## src/rtl/uart_pkg.sv

```systemverilog
// rtl/uart_pkg.sv - shared constants for the UART command frame parser
package uart_pkg;

  // Parser state encoding, kept as plain constants for legacy tools
  typedef logic [2:0] parser_state_t;

  localparam parser_state_t ST_IDLE    = 3'd0;
  localparam parser_state_t ST_GOT_H0  = 3'd1;
  localparam parser_state_t ST_GET_LEN = 3'd2;
  localparam parser_state_t ST_DATA    = 3'd3;
  localparam parser_state_t ST_GET_CHK = 3'd4;

  // Error codes reported on err_code_o
  localparam logic [1:0] ERR_LEN = 2'd0;
  localparam logic [1:0] ERR_CHK = 2'd1;
  localparam logic [1:0] ERR_TMO = 2'd2;

  // Default header bytes
  localparam logic [7:0] HDR0_DEF = 8'h55;
  localparam logic [7:0] HDR1_DEF = 8'hAA;

endpackage

```

## src/rtl/uart_gap_timer.sv

```systemverilog
// rtl/uart_gap_timer.sv - clearable up-counter with terminal-count expire strobe
module uart_gap_timer #(
  parameter logic [31:0] TERM = 32'd16
) (
  input  logic clk,
  input  logic rst,
  input  logic en_i,
  input  logic clr_i,
  output logic expire_o
);

  logic [31:0] count_q;
  logic [31:0] count_d;

  // Count while enabled, clear has priority, park at the terminal value
  always_comb begin
    count_d = count_q;
    if (clr_i) begin
      count_d = 32'd0;
    end else if (en_i && (count_q != TERM - 32'd1)) begin
      count_d = count_q + 32'd1;
    end
  end

  // Counter register
  always_ff @(posedge clk) begin
    if (rst) begin
      count_q <= 32'd0;
    end else begin
      count_q <= count_d;
    end
  end

  assign expire_o = en_i && (count_q == TERM - 32'd1);

endmodule

```

## src/rtl/uart_rx_frame_parser.sv

```systemverilog
// rtl/uart_rx_frame_parser.sv - delineates HDR0 HDR1 LEN payload CHK frames from a UART byte stream
module uart_rx_frame_parser
  import uart_pkg::*;
#(
  parameter logic [31:0] CLK_FREQ  = 32'd50_000_000,
  parameter logic [31:0] BAUDRATE  = 32'd115_200,
  parameter int          MAX_LEN   = 64,
  parameter logic [7:0]  HDR0      = HDR0_DEF,
  parameter logic [7:0]  HDR1      = HDR1_DEF,
  parameter int          GAP_BYTES = 4
) (
  input  logic       clk,
  input  logic       rst,
  input  logic       rx_valid_i,
  input  logic [7:0] rx_data_i,
  output logic       pl_valid_o,
  output logic [7:0] pl_data_o,
  output logic       pl_first_o,
  output logic       pl_last_o,
  output logic [7:0] frame_len_o,
  output logic       frame_done_o,
  output logic       frame_err_o,
  output logic [1:0] err_code_o
);

  // One byte time is 10 bit times
  localparam logic [31:0] TIMEOUT_CYC = (CLK_FREQ / BAUDRATE) * 32'd10 * 32'(GAP_BYTES);
  localparam logic [7:0]  MAX_LEN_B   = 8'(MAX_LEN);

  parser_state_t state_q, state_d;
  logic [7:0]    acc_q, acc_d;
  logic [7:0]    cnt_q, cnt_d;
  logic [7:0]    frame_len_q, frame_len_d;
  logic          pl_valid_q, pl_valid_d;
  logic [7:0]    pl_data_q, pl_data_d;
  logic          pl_first_q, pl_first_d;
  logic          pl_last_q, pl_last_d;
  logic          done_q, done_d;
  logic          err_q, err_d;
  logic [1:0]    err_code_q, err_code_d;

  logic          tmo_expire;
  logic          tmo_fire;

  // A byte on the expiry cycle wins over the timeout
  assign tmo_fire = tmo_expire && !rx_valid_i;

  uart_gap_timer #(
    .TERM(TIMEOUT_CYC)
  ) u_gap_timer (
    .clk      (clk),
    .rst      (rst),
    .en_i     (state_q != ST_IDLE),
    .clr_i    (rx_valid_i || (state_q == ST_IDLE) || tmo_fire),
    .expire_o (tmo_expire)
  );

  // Frame FSM: header hunt, length check, cut-through payload, checksum compare
  always_comb begin
    state_d     = state_q;
    acc_d       = acc_q;
    cnt_d       = cnt_q;
    frame_len_d = frame_len_q;
    pl_valid_d  = 1'b0;
    pl_data_d   = pl_data_q;
    pl_first_d  = 1'b0;
    pl_last_d   = 1'b0;
    done_d      = 1'b0;
    err_d       = 1'b0;
    err_code_d  = err_code_q;

    if (tmo_fire) begin
      err_d      = 1'b1;
      err_code_d = ERR_TMO;
      state_d    = ST_IDLE;
    end else if (rx_valid_i) begin
      case (state_q)
        ST_IDLE: begin
          if (rx_data_i == HDR0) state_d = ST_GOT_H0;
        end
        ST_GOT_H0: begin
          if (rx_data_i == HDR1)      state_d = ST_GET_LEN;
          else if (rx_data_i == HDR0) state_d = ST_GOT_H0;
          else                        state_d = ST_IDLE;
        end
        ST_GET_LEN: begin
          if ((rx_data_i == 8'd0) || (rx_data_i > MAX_LEN_B)) begin
            err_d      = 1'b1;
            err_code_d = ERR_LEN;
            state_d    = ST_IDLE;
          end else begin
            frame_len_d = rx_data_i;
            acc_d       = rx_data_i;
            cnt_d       = rx_data_i;
            state_d     = ST_DATA;
          end
        end
        ST_DATA: begin
          acc_d      = acc_q + rx_data_i;
          cnt_d      = cnt_q - 8'd1;
          pl_valid_d = 1'b1;
          pl_data_d  = rx_data_i;
          pl_first_d = (cnt_q == frame_len_q);
          pl_last_d  = (cnt_q == 8'd1);
          if (cnt_q == 8'd1) state_d = ST_GET_CHK;
        end
        ST_GET_CHK: begin
          if (rx_data_i == acc_q) begin
            done_d = 1'b1;
          end else begin
            err_d      = 1'b1;
            err_code_d = ERR_CHK;
          end
          state_d = ST_IDLE;
        end
        default: state_d = ST_IDLE;
      endcase
    end
  end

  // State and registered outputs; reset drops any partial frame silently
  always_ff @(posedge clk) begin
    if (rst) begin
      state_q     <= ST_IDLE;
      acc_q       <= 8'd0;
      cnt_q       <= 8'd0;
      frame_len_q <= 8'd0;
      pl_valid_q  <= 1'b0;
      pl_data_q   <= 8'd0;
      pl_first_q  <= 1'b0;
      pl_last_q   <= 1'b0;
      done_q      <= 1'b0;
      err_q       <= 1'b0;
      err_code_q  <= 2'd0;
    end else begin
      state_q     <= state_d;
      acc_q       <= acc_d;
      cnt_q       <= cnt_d;
      frame_len_q <= frame_len_d;
      pl_valid_q  <= pl_valid_d;
      pl_data_q   <= pl_data_d;
      pl_first_q  <= pl_first_d;
      pl_last_q   <= pl_last_d;
      done_q      <= done_d;
      err_q       <= err_d;
      err_code_q  <= err_code_d;
    end
  end

  assign pl_valid_o   = pl_valid_q;
  assign pl_data_o    = pl_data_q;
  assign pl_first_o   = pl_first_q;
  assign pl_last_o    = pl_last_q;
  assign frame_len_o  = frame_len_q;
  assign frame_done_o = done_q;
  assign frame_err_o  = err_q;
  assign err_code_o   = err_code_q;

endmodule

```

## config.mk

```make
export PLATFORM = sky130hd
export DESIGN_NAME = uart_rx_frame_parser
export DESIGN_NICKNAME = d
export VERILOG_FILES = /design/src/rtl/uart_pkg.sv /design/src/rtl/uart_gap_timer.sv /design/src/rtl/uart_rx_frame_parser.sv
export SDC_FILE = /design/constraint.sdc
export NUM_CORES = 1
export LEC_CHECK = 0
export BUFFER_PORTS_ARGS = -buffer_cell sky130_fd_sc_hd__buf_2
export CORE_ASPECT_RATIO = 0.6
export CORE_MARGIN = 2
export CORE_UTILIZATION = 27
export CTS_BUF_LIST = sky130_fd_sc_hd__clkbuf_8
export CTS_CLUSTER_SIZE = 10
export DETAILED_ROUTE_END_ITERATION = 8
export PLACE_DENSITY = 0.52
export SLEW_MARGIN = 20
export SYNTH_ARGS = -nofsm -noshare
export SYNTH_HDL_FRONTEND = slang
export SYNTH_HIERARCHICAL = 1
export SYNTH_SLANG_ARGS = --single-unit
```

## constraint.sdc

```tcl
create_clock -name clk -period 2.42 [get_ports clk]
set_clock_uncertainty 0.1 [all_clocks]
set_input_delay 0 -clock clk [delete_from_list [all_inputs] [get_ports clk]]
set_output_delay 0 -clock clk [all_outputs]
set_load 0.02 [all_outputs]
```

Word level (Yosys, flattened, before mapping)
Cells that the tools add are included.
Cells by class
  reductions and logical operators: 25
  bitwise operators: 5
  magnitude comparators: 1
  add/subtract/negate cells: 3
  muxes and demuxes: 21
  equality and inequality tests: 18
Operators with widths (count)
  $add A32 B1 Y32 const B: 1
  $eq A32 B15 Y1 const B: 1
  $ne A32 B15 Y1 const B: 1
  $pmux W8 S2: 2
  $eq A8 B8 Y1: 2
  $reduce_and A4 Y1: 4
  $mux W2: 6
  $pmux W3 S4: 1
  $add A8 B8 Y8: 1
  $eq A8 B1 Y1 const B: 1
  $eq A8 B7 Y1 const B: 1
  $eq A8 B8 Y1 const B: 1
  $gt A8 B7 Y1 const B: 1
  $logic_not A8 Y1: 1
  $mux W8: 1
  $ne A2 B2 Y1 const B: 4
  $reduce_or A4 Y1: 2
  $sub A8 B1 Y8 const B: 1
  $mux W1: 7
  $eq A3 B2 Y1 const B: 2
  $mux W3: 2
  $ne A3 B3 Y1 const B: 2
  $reduce_and A3 Y1: 2
  $reduce_bool A2 Y1: 3
  13 further kinds: 23
Storage, ports and cells
  logic and storage cells: 86
  output and inout port bits: 23
  input bits: 11
  bits in registers: 74

Depth between registers and ports, before layout
Gate-level depths: netlist (run 1).
  depth after elaboration: 6
  mapped depth: 10
  gate-level depth less buffers: 10

Hierarchy
Netlist (run 1), hierarchy kept.
By module, submodules not included
  uart_rx_frame_parser: times used 1, seq. area each 840.8 um2, cells an instance 292, area each 2358.5 um2
  uart_gap_timer: times used 1, seq. area each 640.6 um2, cells an instance 194, area each 1666.6 um2

Least setup slack after synthesis (run 1)
Ideal clock, no wire load.
  path kind: reg2reg
  start: register u_gap_timer.count_q[15]
  end: register u_gap_timer.count_q[0]
  stages on the path, launching flop included: 11
  data required time: 2.192 ns
  setup time: 0.128 ns
  path slack: 0.090 ns
  arrival: 2.102 ns
  period minus slack after synthesis: 2.330 ns
  path buffers: 2
  cells stage by stage: dfxtp_1 > nor4b_1 > nand4_1 > nor4_1 > and2_1 > nor2_1 > nand2_1 > or2_2 > buf_6 > clkbuf_1 > nor2_1
On the way
  word-level cells in the longest chain between the ends: 5
  elaborated cells on any way between the ends: 7
  those cells by class: eq/ne (2); reduce/logical (5)
Ends and longest elaborated chain
  from (decl): line uart_gap_timer.sv:12  | logic [31:0] count_q;
  from (signal assigned): line uart_gap_timer.sv:30  | count_q <= count_d;
  $eq A32 B15 Y1: line uart_gap_timer.sv:34  | assign expire_o = en_i && (count_q == TERM - 32'd1);
  $logic_and A1 B1 Y1: line uart_gap_timer.sv:34
  named net tmo_expire: line uart_rx_frame_parser.sv:42  | logic tmo_expire;
  $logic_and A1 B1 Y1: line uart_rx_frame_parser.sv:46  | assign tmo_fire = tmo_expire && !rx_valid_i;
  $logic_or A1 B1 Y1: line uart_rx_frame_parser.sv:54  | .clr_i (rx_valid_i || (state_q == ST_IDLE) || tmo_fire),
  $reduce_or A2 Y1 (no source line)
The timed path passes the listed nets, and every way through them passes these cells.
A chain may end at the register's enable or synchronous reset.

Worst setup path after layout (run 1)
  start: register u_gap_timer.count_q[16]
  end: register u_gap_timer.count_q[16]
Same word-level chain as after synthesis.

==> results by stage, run 1 <==
Run status:
- The flow ran to the end, and the final reports show no timing, DRC or antenna violations.

Worst setup path:
- STA puts the critical path data arrival time at 2.45 ns.
- By startpoint and endpoint, the worst setup path is classified as flop to flop.
- Traced cell by cell, the critical path runs through nor4b_1 > nand4_1 > nor4_2 > and2_1 > nor2_1 > nand2_1 > nor2_1 > nand2_1 > a31oi_1 > a41o_1.
- Grouping stages by cell kind, the critical path spends the most delay in simple AND/OR/NAND/NOR gates.
- The number of buffers and inverters on the critical path is 0.
- Data on the critical path is required at its endpoint by roughly 2.6 ns.
- The maximum net fanout on the critical path is 6.
- The type of destination of the critical path is a flop.
- The largest stage delay on the critical path is around 0.36 ns.
- The slowest stage of the critical path belongs to the cell sky130_fd_sc_hd__dfxtp_1.
- The startpoint type of the worst setup path is a flop.

Yosys:
- The mean post-synth cell area is 8.28 um^2.
- Sequential cells were found to cover a little under two fifths of the synthesized design area.
- The number of synthesized flops with an enable pin is 0.
- Counting every net in the synthesized netlist gives 508.
- The register bit total from synthesis is 74.
- Yosys attributes the largest share of cell area to sky130_fd_sc_hd__dfxtp_1, sky130_fd_sc_hd__nand2_1, sky130_fd_sc_hd__a21oi_1.
- The dominant synthesized flop cell is sky130_fd_sc_hd__dfxtp_1.
- The Yosys step of the flow raised 6 warnings.
- The post-synthesis instance area is between 0.004 and 0.005 mm^2.
- The synthesized instance count is around 490.
- The cell accounting for the most synthesized area is sky130_fd_sc_hd__dfxtp_1.
- Counting distinct cell types in the post-synthesis netlist gives 67.
- Of the post-synthesis cell area, the dominant cell type holds about 37%.
- After synthesis, the share of flip-flops with an asynchronous set or reset is 0%.

Global route:
- Entering global routing, the biggest net connects 30 pins.
- The first-pass GRT wire length is roughly 19 mm.
- Global routing used roughly 15% of the available tracks.
- The number of antenna violations at the first check in global routing is 0.
- After global routing the overflow that remains totals 0.
- The number of global-route vias before repair is 3492.

Detailed routing:
- The number of nets with antenna violations after routing is 0.
- Across all layers, the routed design uses 3831 vias.
- The detailed-router iteration count before antenna repair is 5.
- The detail-routed via count per cell is between 5 and 6.
- The routed design has around 12 mm of wire.
- The total DRC errors in the routed layout is 0.
- In the final routed layout, each cell accounts on average for between 15 and 20 um.
- The detailed router finished its first iteration with 288 violations.

Timing:
- Setup repair after global routing left no endpoint under its margin.
- The final-report max-slew violation count is 0.
- The timing-limited maximum frequency is ~430 MHz.
- The relative max-transition margin is 55.8%.
- The setup total negative slack is 0 ns.
- The worst setup slack after layout is approximately 0.12 ns.
- The count of final hold-check violations is 0.
- At the pin with the least slew margin, the transition time is between 0.6 and 0.7 ns.
- The shortest period the worst path allows is approximately 2.3 ns.
- Setup violations remaining at the end of the flow were counted as 0.
- The post-route fraction of the period consumed by the critical path is 95.1%.

Pwr:
- Registers are responsible for between 40% and 50% of the overall power.
- The total power after layout is approximately 2.5 mW.
- The power density over the cells is 508 mW/mm^2.
- Internal power comes to 1.85 mW.
- For this design the total switching power over the nets is 0.608 mW.
- For this design the static power due to leakage is 1.73 nW.
- Net switching is between 20% and 30% of the power.
- Combinational cells account for ~5% of the total power.
- The worst-case IR drop observed on VDD is around 0.24 mV.
- The power share of the clock group is between 40% and 50%.

Cells and area:
- At the end of the flow the core is filled with cells to 33.3%.
- The number of standard cells in the final layout excluding fillers is 743.
- Counting the fill cells in the layout gives approximately 1600.
- The area growth from synthesis to final layout is 20.4%.
- The library cells used most frequently in the layout, excluding fill and tap cells, are sky130_fd_sc_hd__dfxtp_1, sky130_fd_sc_hd__nand2_1, sky130_fd_sc_hd__nor2_1.
- The library cell used most frequently in the layout, excluding fill and tap cells, is sky130_fd_sc_hd__dfxtp_1.
- For this run, the post-layout net count is roughly 560.
- The fraction of layout instances using a drive strength above 1 is around 18%.
- The number of antenna diodes in the final layout is 0.

Clock network:
- TritonCTS created 9 clock buffers.
- The register clock-pin slew on the reported worst setup and hold paths is approximately 0.090 ns.
- In this run the clock root is driven by a sky130_fd_sc_hd__clkbuf_8.
- The insertion delay to the later sink of the worst-skew pair is approximately 0.37 ns.
- For this design, the sink count on the clock tree is 74.
- The maximum clock insertion buffer count is 2.
- The CTS tree is built.
- The H-tree depth reported by CTS is 3.

Floorplan:
- The total I/O pin count is 34.
- The area enclosed by the die boundary is roughly 0.016 mm^2.
- From left edge to right edge, the die measures ~160 um.
- The floorplan step set the die height to around 100 um.
- The effective utilization at floorplan is 27.7%.
- The site row count is 34.
- The total core area is around 0.015 mm^2.

Placed design:
- After detailed placement, the design holds a cell count of slightly above 700.
- The routability congestion estimate is 0.851.
- The estimated wirelength of the detail-placed design is 8.72 mm.
- OpenSTA, run right after detailed placement, puts the worst setup slack at 0.151 ns.
- In this run the tool buffered the top-level ports with 33 buffer cells.

Run:
- The max-cap check violation count is 0.

Min path:
- The path class of the tightest hold or removal check is flop to flop.
-- registers in the layout, indices dropped and copies added, names as in the netlist --
name and flops:
err_code_o 2, cnt_q 8, pl_last_o 1, u_gap_timer/count_q 32, frame_len_o 8, state_q 3
acc_q 8, pl_data_o 8, pl_first_o 1, frame_err_o 1, pl_valid_o 1, frame_done_o 1
-- final timing paths --
kind	depth (start not counted)	startpoint	to	slack [ns]
max	10	u_gap_timer/count_q[16]$_SDFFE_PP0P_	u_gap_timer/count_q[16]$_SDFFE_PP0P_	0.12
min	2	pl_data_o[7]$_SDFFE_PP0P_	pl_data_o[7]$_SDFFE_PP0P_	0.36
max reg2reg	10	u_gap_timer/count_q[16]$_SDFFE_PP0P_	u_gap_timer/count_q[16]$_SDFFE_PP0P_	0.12
min reg2reg	2	pl_data_o[7]$_SDFFE_PP0P_	pl_data_o[7]$_SDFFE_PP0P_	0.36
-- tightest hold or removal path, stage by stage (launching register included) --
cell and delay (ns):
sky130_fd_sc_hd__dfxtp_1 0.31, sky130_fd_sc_hd__nand2_1 0.05, sky130_fd_sc_hd__a21oi_1 0.05
-- through the flow --
stage	cell area [um^2]	hold WS, ns
3_5_place_dp	4510	0.259
4_1_cts	4830	0.360
3_3_place_gp	4510	0.248
2_1_floorplan	4030	-0.0196
5_1_grt	4840	0.393
6_report	4840	0.358
-- cell families (layout without fill, tap and decap cells) --
group           after synthesis  after routing  share of synthesized area, %
mux                          10             10                          2.49
flops                        74             74                          36.8
fa+ha+maj                    11             11                          3.61
xor+xnor                     30             30                          6.53
simple gates                234            234                          31.9
compound gates               95             95                          15.2
buf+inv                      32             91                          3.42
-- timing repair --
item,CTS,global route
hold buffers,10,0
gates resized for setup,0,3
setup buffers,0,0
setup endpoints to repair,0,6
hold endpoints to repair,26,0
-- final cells by class --
| class | count | area [um^2] | share of cell area, % |
|---|---|---|---|
| Timing Repair Buffer | 66 | 438 | 9.04 |
| Clock buffer | 9 | 124 | 2.56 |
| Sequential cell | 74 | 1480 | 30.6 |
| Multi-Input combinational cell | 380 | 2420 | 49.9 |
| Clock inverter | 7 | 100 | 2.07 |
| Inverter | 9 | 33.8 | 0.697 |
| Tap cell | 198 | 248 | 5.11 |
-- power by group through the flow --
stage,clock [mW],sequential (mW),combinational [mW]
6_report,1.12,1.22,0.125
5_1_grt,1.19,1.22,0.135
4_1_cts,1.16,1.22,0.123
3_5_place_dp,0,1.25,0.110
3_3_place_gp,0,1.25,0.109
2_1_floorplan,0,1.25,0.0591
-- cells in the mapped netlist, drive strengths merged, types with 3 or more instances --
cell,n
or2,3
nor4,15
o21ai,19
nand4b,3
nor3b,4
and3,11
a211oi,5
nand3,22
inv,9
nor2,54
and2,5
o31ai,3
a21oi,40
dfxtp,74
xnor2,18
xor2,12
o211ai,3
nand4,17
nand3b,3
nor4b,4
a311oi,5
ha,10
clkbuf,17
nand2b,4
buf,6
mux2i,10
nand2,60
nor3,10
a31oi,4
a31o,3
or3,7
and4,4
-- routing by layer --
metal	vias up	wire length [um]	GRT usage (%)
met5	-	0	0
met4	0	152	4.36
met3	11	868	3.24
met2	131	4420	19.6
met1	1816	6270	24.1
li1	1873	-	-
(Power assumes the default switching activity.)
==> inputs of run 2 (changes only) <==
Settings changed: CTS_BUF_LIST sky130_fd_sc_hd__clkbuf_8 to unset, SLEW_MARGIN 20 to unset.
==> run 2 against run 1 <==
  * Cell count stayed put
  * Clock-buffer cell count did not move
  * Via count stayed put
  * Core utilization up 0.69 points
  * Die area stayed put
  * Combinational power is essentially flat
  * Sequential power about the same
  * Register-to-register slack improved by 0.02 ns
  * Hold slack worse by 0.0022 ns
  * Sequential share of layout area shrank 0.64 points
  * Maximum frequency about the same
  * Flip-flop and latch count unchanged
  * Largest cell class unchanged
  * Largest power group is now the clock network
==> results by stage, run 2 (same netlist as run 1, synthesis figures left out) <==
Pwr:
- Net switching is 23.5% of the power.
- The analysis attributes to net switching a power of 0.667 mW.
- The internal cell power is between 2 and 2.5 mW.
- The sequential share of power is 42.9%.
- For this design the ratio of total power to cell area is 575 mW/mm^2.
- For this design the static power due to leakage is approximately 1.8 nW.
- The clock network accounts for a little over half of the total power.
- The maximum ir drop on the vdd rail is between 0.3 and 0.4 mV.
- The combinational power share is 4.4%.

Cells and area:
- Summing all non-filler instances in the final layout gives an area of 0.00494 mm^2.
- Counting flops per register, the top entry is u_gap_timer/count_q.
- In the layout the commonest cells are sky130_fd_sc_hd__dfxtp_1, sky130_fd_sc_hd__nand2_1, sky130_fd_sc_hd__nor2_1.
- Leaving out fill and tap cells, the most frequent cell in the layout is sky130_fd_sc_hd__dfxtp_1.
- Across the whole layout, storage elements account for 0.00148 mm^2.
- The net count of the finished layout is 562.
- 0 antenna diodes ended up in the layout.
- Summing all multi-input logic gate instances after layout gives 0.00242 mm^2.
- The layout has roughly 1500 filler cells.
- The number of flip-flops under the largest register name is 32.
- The fraction of layout instances using a drive strength above 1 is 17.8%.
- The area growth from synthesis to final layout is 22.8%.

Global route:
- The number of global-route vias before repair is approximately 3500.
- The total grt overflow is 0.
- Global routing used between 15 and 20% of the available tracks across all layers.
- The pin count of the biggest net entering global routing is 30.
- The first-pass GRT wire length is 19.0 mm.
- The number of antenna violations at the first check in global routing came to 0.

Placed design:
- Summing all placed instances gives a cell area of 0.00451 mm^2.
- Once detailed placement completed, the half-perimeter wirelength came to between 8 and 9 mm.
- The number of I/O port buffers is 33.
- The pre-CTS setup slack is ~0.15 ns.
- The routability congestion estimate is ~0.85.

Floorplan:
- The die is 162 um wide.
- The die is 98.6 um tall.
- The effective utilization at floorplan is between 20% and 30%.
- The total core area is 0.0145 mm^2.
- In this run the count of I/O pins placed on the die edge is 34.
- The site row count is 34.
- The area enclosed by the die boundary is between 0.015 and 0.02 mm^2.

Detailed routing:
- Dividing the detail-routed via count by the number of cells gives about 5.2.
- The total DRC errors in the routed layout is 0.
- The final layout contains routed wiring with a total length of ~12 mm.
- The detail-routed net length per standard cell is between 15 and 20 um.
- The number of nets with antenna violations after routing is 0.
- The first-iteration detailed-routing DRC count is around 260.
- The via count of the routed design is 3831.
- The first detailed-routing pass ran for 5 iterations.

Clock network:
- The clock net in this run drives a total of between 70 and 80 sinks.
- The insertion delay to the later sink of the worst-skew pair is roughly 0.35 ns.
- CTS built an H-tree with a depth of 3.
- The clock passes through at most 2 buffers.
- The root buffer cell chosen for the clock tree is sky130_fd_sc_hd__clkbuf_16.
- Clock-pin slew was measured on the worst setup and hold paths at around 0.070 ns.
- The CTS tree is built.
- The total setup buffers inserted after CTS is 0.
- TritonCTS created 9 clock buffers.

Timing:
- Setup repair after global routing left no endpoint under its margin.
- After layout, the worst path uses 95.0% of the clock period.
- The worst setup slack after layout is approximately 0.12 ns.
- The shortest period the worst path allows is roughly 2.3 ns.
- The worst-margin pin slew is ~0.68 ns.
- The worst pin sits at a relative slew slack of between 50% and 60%.
- The final-report max-slew violation count is 0.
- Derived from the worst setup path, the maximum achievable clock frequency is 435 MHz.
- Setup violations remaining at the end of the flow were counted as 0.
- Adding up every negative setup slack in the final design gives 0 ns.
- The count of final hold-check violations is 0.

Worst setup path:
- The critical path goes through dlygate4sd3_1 > buf_2 > nor3_4 > a211o_2 > nand2_1 > or4_1 > a311oi_1.
- The worst setup path category is input port to flop.
- In this design, the largest share of critical-path delay is due to compound AO/OA/AOI/OAI gates.
- In this design, the stage delay of the slowest critical-path cell is about 0.58 ns.
- The number of buffers and inverters on the critical path is 2.
- The maximum net fanout on the critical path is 7.
- The startpoint type of the worst setup path is an input port.
- At the worst endpoint, the arrival time is between 2 and 2.5 ns.
- The type of destination of the critical path is a flop.
- The required time reported for the critical path endpoint is around 2.5 ns.
- The library cell contributing the largest single delay on the critical path is sky130_fd_sc_hd__a311oi_1.

Min path:
- The path class of the lowest-slack min-delay path is flop to flop.

Run:
- The max-cap check violation count is 0.

Run status:
- The flow ran to the end, and the final reports show no timing, DRC or antenna violations.
run 2: final cells by class:
cell class / count / share of cell area (%)
multi-input cells: 380 / 48.9
flip-flops and latches: 74 / 30.0
repair buffers: 66 / 8.86
well taps: 198 / 5.01
clock buffers: 9 / 4.55
clock inverters: 7 / 2.02
inverters: 9 / 0.683
run 2: per-stage QoR:
stage               power [mW]  util, %  std cells  hold WS [ns]
floorplan                 1.31        -        486       -0.0196
global placement          1.36     31.0        717         0.248
detailed placement        1.36     31.0        717         0.259
CTS                       2.88     33.9        743         0.356
global route              2.93     34.0        743         0.389
finish                    2.84     34.0        743         0.356
run 2: final timing paths:
path,start,endpoint,slack [ns],depth (start not counted)
max,rx_data_i[5],frame_err_o$_SDFF_PP0_,0.12,7
max reg2reg,u_gap_timer/count_q[16]$_SDFFE_PP0P_,u_gap_timer/count_q[16]$_SDFFE_PP0P_,0.14,10
min,pl_data_o[7]$_SDFFE_PP0P_,pl_data_o[7]$_SDFFE_PP0P_,0.36,2
min reg2reg,pl_data_o[7]$_SDFFE_PP0P_,pl_data_o[7]$_SDFFE_PP0P_,0.36,2
run 2: power groups by stage:
stage	Clock [mW]	Sequential (mW)	Combinational [mW]
after floorplan	0	1.25	0.0591
after global placement	0	1.25	0.109
after detailed placement	0	1.25	0.110
after CTS	1.53	1.22	0.124
after global routing	1.57	1.22	0.136
final	1.50	1.22	0.126
run 2: metal layers:
layer / up-vias / part of all wire (%) / GRT usage, %
met3: 15 / 6.3 / 3.37
met4: 0 / 1.6 / 5.38
met2: 113 / 38 / 20.0
li1: 1871 / - / -
met5: - / 0 / 0
met1: 1832 / 54 / 24.1
run 2: repair_timing:
| item | in CTS | in global routing |
|---|---|---|
| setup endpoints to repair | 0 | 4 |
| hold buffers | 10 | 0 |
| endpoints found under the hold margin | 24 | 0 |
| gates resized for setup | 0 | 2 |
run 2: tightest hold or removal path, delay by kind of cell (launching register included):
kind | cells | cell delay [ns]
DFF | 1 | 0.31
AOI/OAI and AO/OA | 1 | 0.05
and+or+nand+nor | 1 | 0.05
==> inputs of run 3 (changes only) <==
Settings changed: CORE_ASPECT_RATIO 0.6 to 1.25, MAX_ROUTING_LAYER set to met4.
==> run 3 against run 2 <==
  * The run now ends with DRC left
  * Critical path type is now flop to flop
  * Largest cell class unchanged
  * Critical endpoint is now u_gap_timer/count_q[31]$_SDFFE_PP0P_
  * Hold slack gained 0.0022 ns
  * Setup slack gained 0.074 ns
  * Global-route usage shrank 0.27 points
==> results by stage, run 3 (same netlist as run 1, synthesis figures left out) <==
Worst setup path:
- The worst-case reg-to-reg path depth is 11.
- The type of destination of the critical path is a flop.
- The startpoint of the most critical register-to-register path is u_gap_timer/count_q[11]$_SDFFE_PP0P_.
- By startpoint and endpoint, the worst setup path is classified as flop to flop.
- The startpoint type of the worst setup path is a flop.
- The signal on the critical path passes through nor4_1 > nand4_1 > buf_4 > nor4_4 > and2_4 > nor2_1 > nand2_1 > nor2_1 > nand2_1 > a31oi_1 > a41o_1.
- The largest stage delay on the critical path is around 0.32 ns.
- Data on the critical path is required at its endpoint by roughly 2.6 ns.
- The maximum net fanout on the critical path is 6.
- The dominant delay contributor by cell family on the critical path is simple AND/OR/NAND/NOR gates.
- The register-to-register setup slack is between 0.15 and 0.2 ns.
- Together, buffers and inverters on the worst path number 1.
- On the critical path, the stage with the largest delay is an instance of sky130_fd_sc_hd__dfxtp_1.
- The origin of the worst setup path is u_gap_timer/count_q[11]$_SDFFE_PP0P_.
- The critical path crosses 11 cells after its start point.
- Data arrives at the worst endpoint at between 2 and 2.5 ns.

Placed design:
- The routability congestion estimate is 0.864.
- The estimated wirelength of the detail-placed design is 8.26 mm.
- The number of I/O port buffers is 33.
- The cell area reported after detailed placement is between 0.004 and 0.005 mm^2.

Min path:
- The worst hold path begins at pl_data_o[2]$_SDFFE_PP0P_.
- The worst hold path cell count is 2.
- The worst hold path belongs to the class flop to flop.

Clock network:
- The insertion delay to the later sink of the worst-skew pair is 0.34 ns.
- The cell at the root of the clock tree is sky130_fd_sc_hd__clkbuf_16.
- Clock-pin slew was measured on the worst setup and hold paths at 0.06 ns.
- The tree built by TritonCTS fans out to 74 sinks.
- The number of clock buffers added by TritonCTS is 9.
- The CTS tree is built.
- The clock tree synthesis step divided the H-tree into 3 levels.
- The clock passes through at most 2 buffers.

Pwr:
- The total leakage power is approximately 1.8 nW.
- The combinational power share is under 10%.
- In this run, flip-flops and latches consume between 40% and 50% of the power.
- Across the VDD grid, the largest voltage drop is around 0.26 mV.
- The internal power of the cells totals roughly 2.1 mW.
- The power share of the clock group is 51.0%.
- The reported net switching power is about 0.63 mW.
- In this run switching power makes up a little under a quarter of total power.
- In this run the power density over the cells is between 500 and 600 mW/mm^2.

Detailed routing:
- In the routed layout, each cell is associated on average with a via count of around 5.2.
- The via count of the routed design is between 3000 and 4000.
- The total detailed-routing wirelength is between 10 and 15 mm.
- The number of nets with antenna violations after routing is 0.
- The first routing iteration left 181 violations.
- The detail-routed net length per standard cell is 15.5 um.
- The first TritonRoute pass finished after 6 iterations.
- The total DRC errors in the routed layout is 1.

Timing:
- The count of final hold-check violations is 0.
- Based on the critical path, the design can be clocked at up to approximately 450 MHz.
- The worst path in the final design needs a cycle of about 2.2 ns, including I/O delays and setup.
- The worst-margin pin slew is a little over 0.6 ns.
- The setup total negative slack is 0 ns.
- The count of endpoints failing setup in the final report is 0.
- The final-report max-slew violation count came to 0.
- The post-route fraction of the period consumed by the critical path is ~92%.
- Headroom to the max-slew limit came out at about three fifths.

Floorplan:
- The width of the die is between 100 and 150 um.
- The total core area is about 0.014 mm^2.
- The site row count is between 40 and 50.
- For this design the top-level I/O count stands at 34.
- The initial utilization of the core area, before any placement, comes to around 28%.
- From bottom edge to top edge, the die measures around 140 um.
- The area enclosed by the die boundary is roughly 0.016 mm^2.

Cells and area:
- After routing the design area is roughly 0.0049 mm^2.
- The fraction of layout instances using a drive strength above 1 is between 10% and 20%.
- The total number of nets in the final design is around 560.
- The library cell used most frequently in the layout, excluding fill and tap cells, is sky130_fd_sc_hd__dfxtp_1.
- In the layout the commonest cells are sky130_fd_sc_hd__dfxtp_1, sky130_fd_sc_hd__nand2_1, sky130_fd_sc_hd__nor2_1.
- The area growth from synthesis to layout is 22.6%.
- Counting flops per register, the top entry is u_gap_timer/count_q.
- 0 antenna diodes ended up in the layout.
- The register with the most flip-flops in the layout has 32 of them.

Global route:
- The total overflow left after global routing is 0.
- The first global-routing pass estimated approximately 18 mm of wire.
- Entering global routing, the biggest net connects 37 pins.
- The number of global-route vias before repair is about 3800.
- Global routing used 15.1% of the available tracks.
- The number of antenna violations at the first check in global routing is 0.

Run:
- The max-cap check violation count is 0.

Run status:
- The run finished, with violations left.
- The final reports fail on DRC.
run 3: power by group through the flow:
stage | Clock [mW] | Combinational (mW) | Sequential, mW
after floorplan | 0 | 0.0591 | 1.25
after global placement | 0 | 0.106 | 1.25
after detailed placement | 0 | 0.107 | 1.25
after CTS | 1.43 | 0.120 | 1.22
after global routing | 1.49 | 0.131 | 1.22
final | 1.39 | 0.119 | 1.22
run 3: repair_timing:
item,CTS,global route
setup endpoints to repair,0,32
hold buffers,10,0
gates resized for setup,0,6
buffers inserted,0,1
endpoints found under the hold margin,26,0
run 3: area by class of cell:
class	instances	area [um^2]
clock buffer	10	239
clock inverter	6	71.3
fill	1502	9530
inverter	9	33.8
multi-input combinational	380	2440
sequential	74	1480
tap	178	223
timing repair buffer	67	445
run 3: routing by layer:
layer,GRT usage (%),part of all wire [%],vias up
met5,-,0,-
met4,6.55,2.4,0
met3,3.59,3.2,19
met2,25.6,51,85
met1,16.7,43,1795
li1,-,-,1872
run 3: path summary, 6_finish.rpt:
path                                          endpoint
setup / recovery  u_gap_timer/count_q[31]$_SDFFE_PP0P_
hold / removal               pl_data_o[2]$_SDFFE_PP0P_
setup reg to reg  u_gap_timer/count_q[31]$_SDFFE_PP0P_
hold reg to reg              pl_data_o[2]$_SDFFE_PP0P_
run 3: worst register-to-register path, stage by stage, from the launching register on:
cell and delay, ns:
sky130_fd_sc_hd__dfxtp_1 0.32, sky130_fd_sc_hd__nor4_1 0.32, sky130_fd_sc_hd__nand4_1 0.13, sky130_fd_sc_hd__buf_4 0.18
sky130_fd_sc_hd__nor4_4 0.29, sky130_fd_sc_hd__and2_4 0.19, sky130_fd_sc_hd__nor2_1 0.05, sky130_fd_sc_hd__nand2_1 0.09
sky130_fd_sc_hd__nor2_1 0.12, sky130_fd_sc_hd__nand2_1 0.09, sky130_fd_sc_hd__a31oi_1 0.04, sky130_fd_sc_hd__a41o_1 0.21
run 3: stage by stage:
stage	total power, mW	utilization, %	setup slack [ns]	hold slack [ns]	cells
5_1_grt	2.84	34.1	-0.0349	0.379	724
2_1_floorplan	1.31	-	0.0904	-0.0196	486
4_1_cts	2.77	33.8	0.0760	0.357	723
6_report	2.73	34.1	0.195	0.358	724
3_3_place_gp	1.35	31.0	0.102	0.208	697
3_5_place_dp	1.35	31.0	0.0913	0.212	697
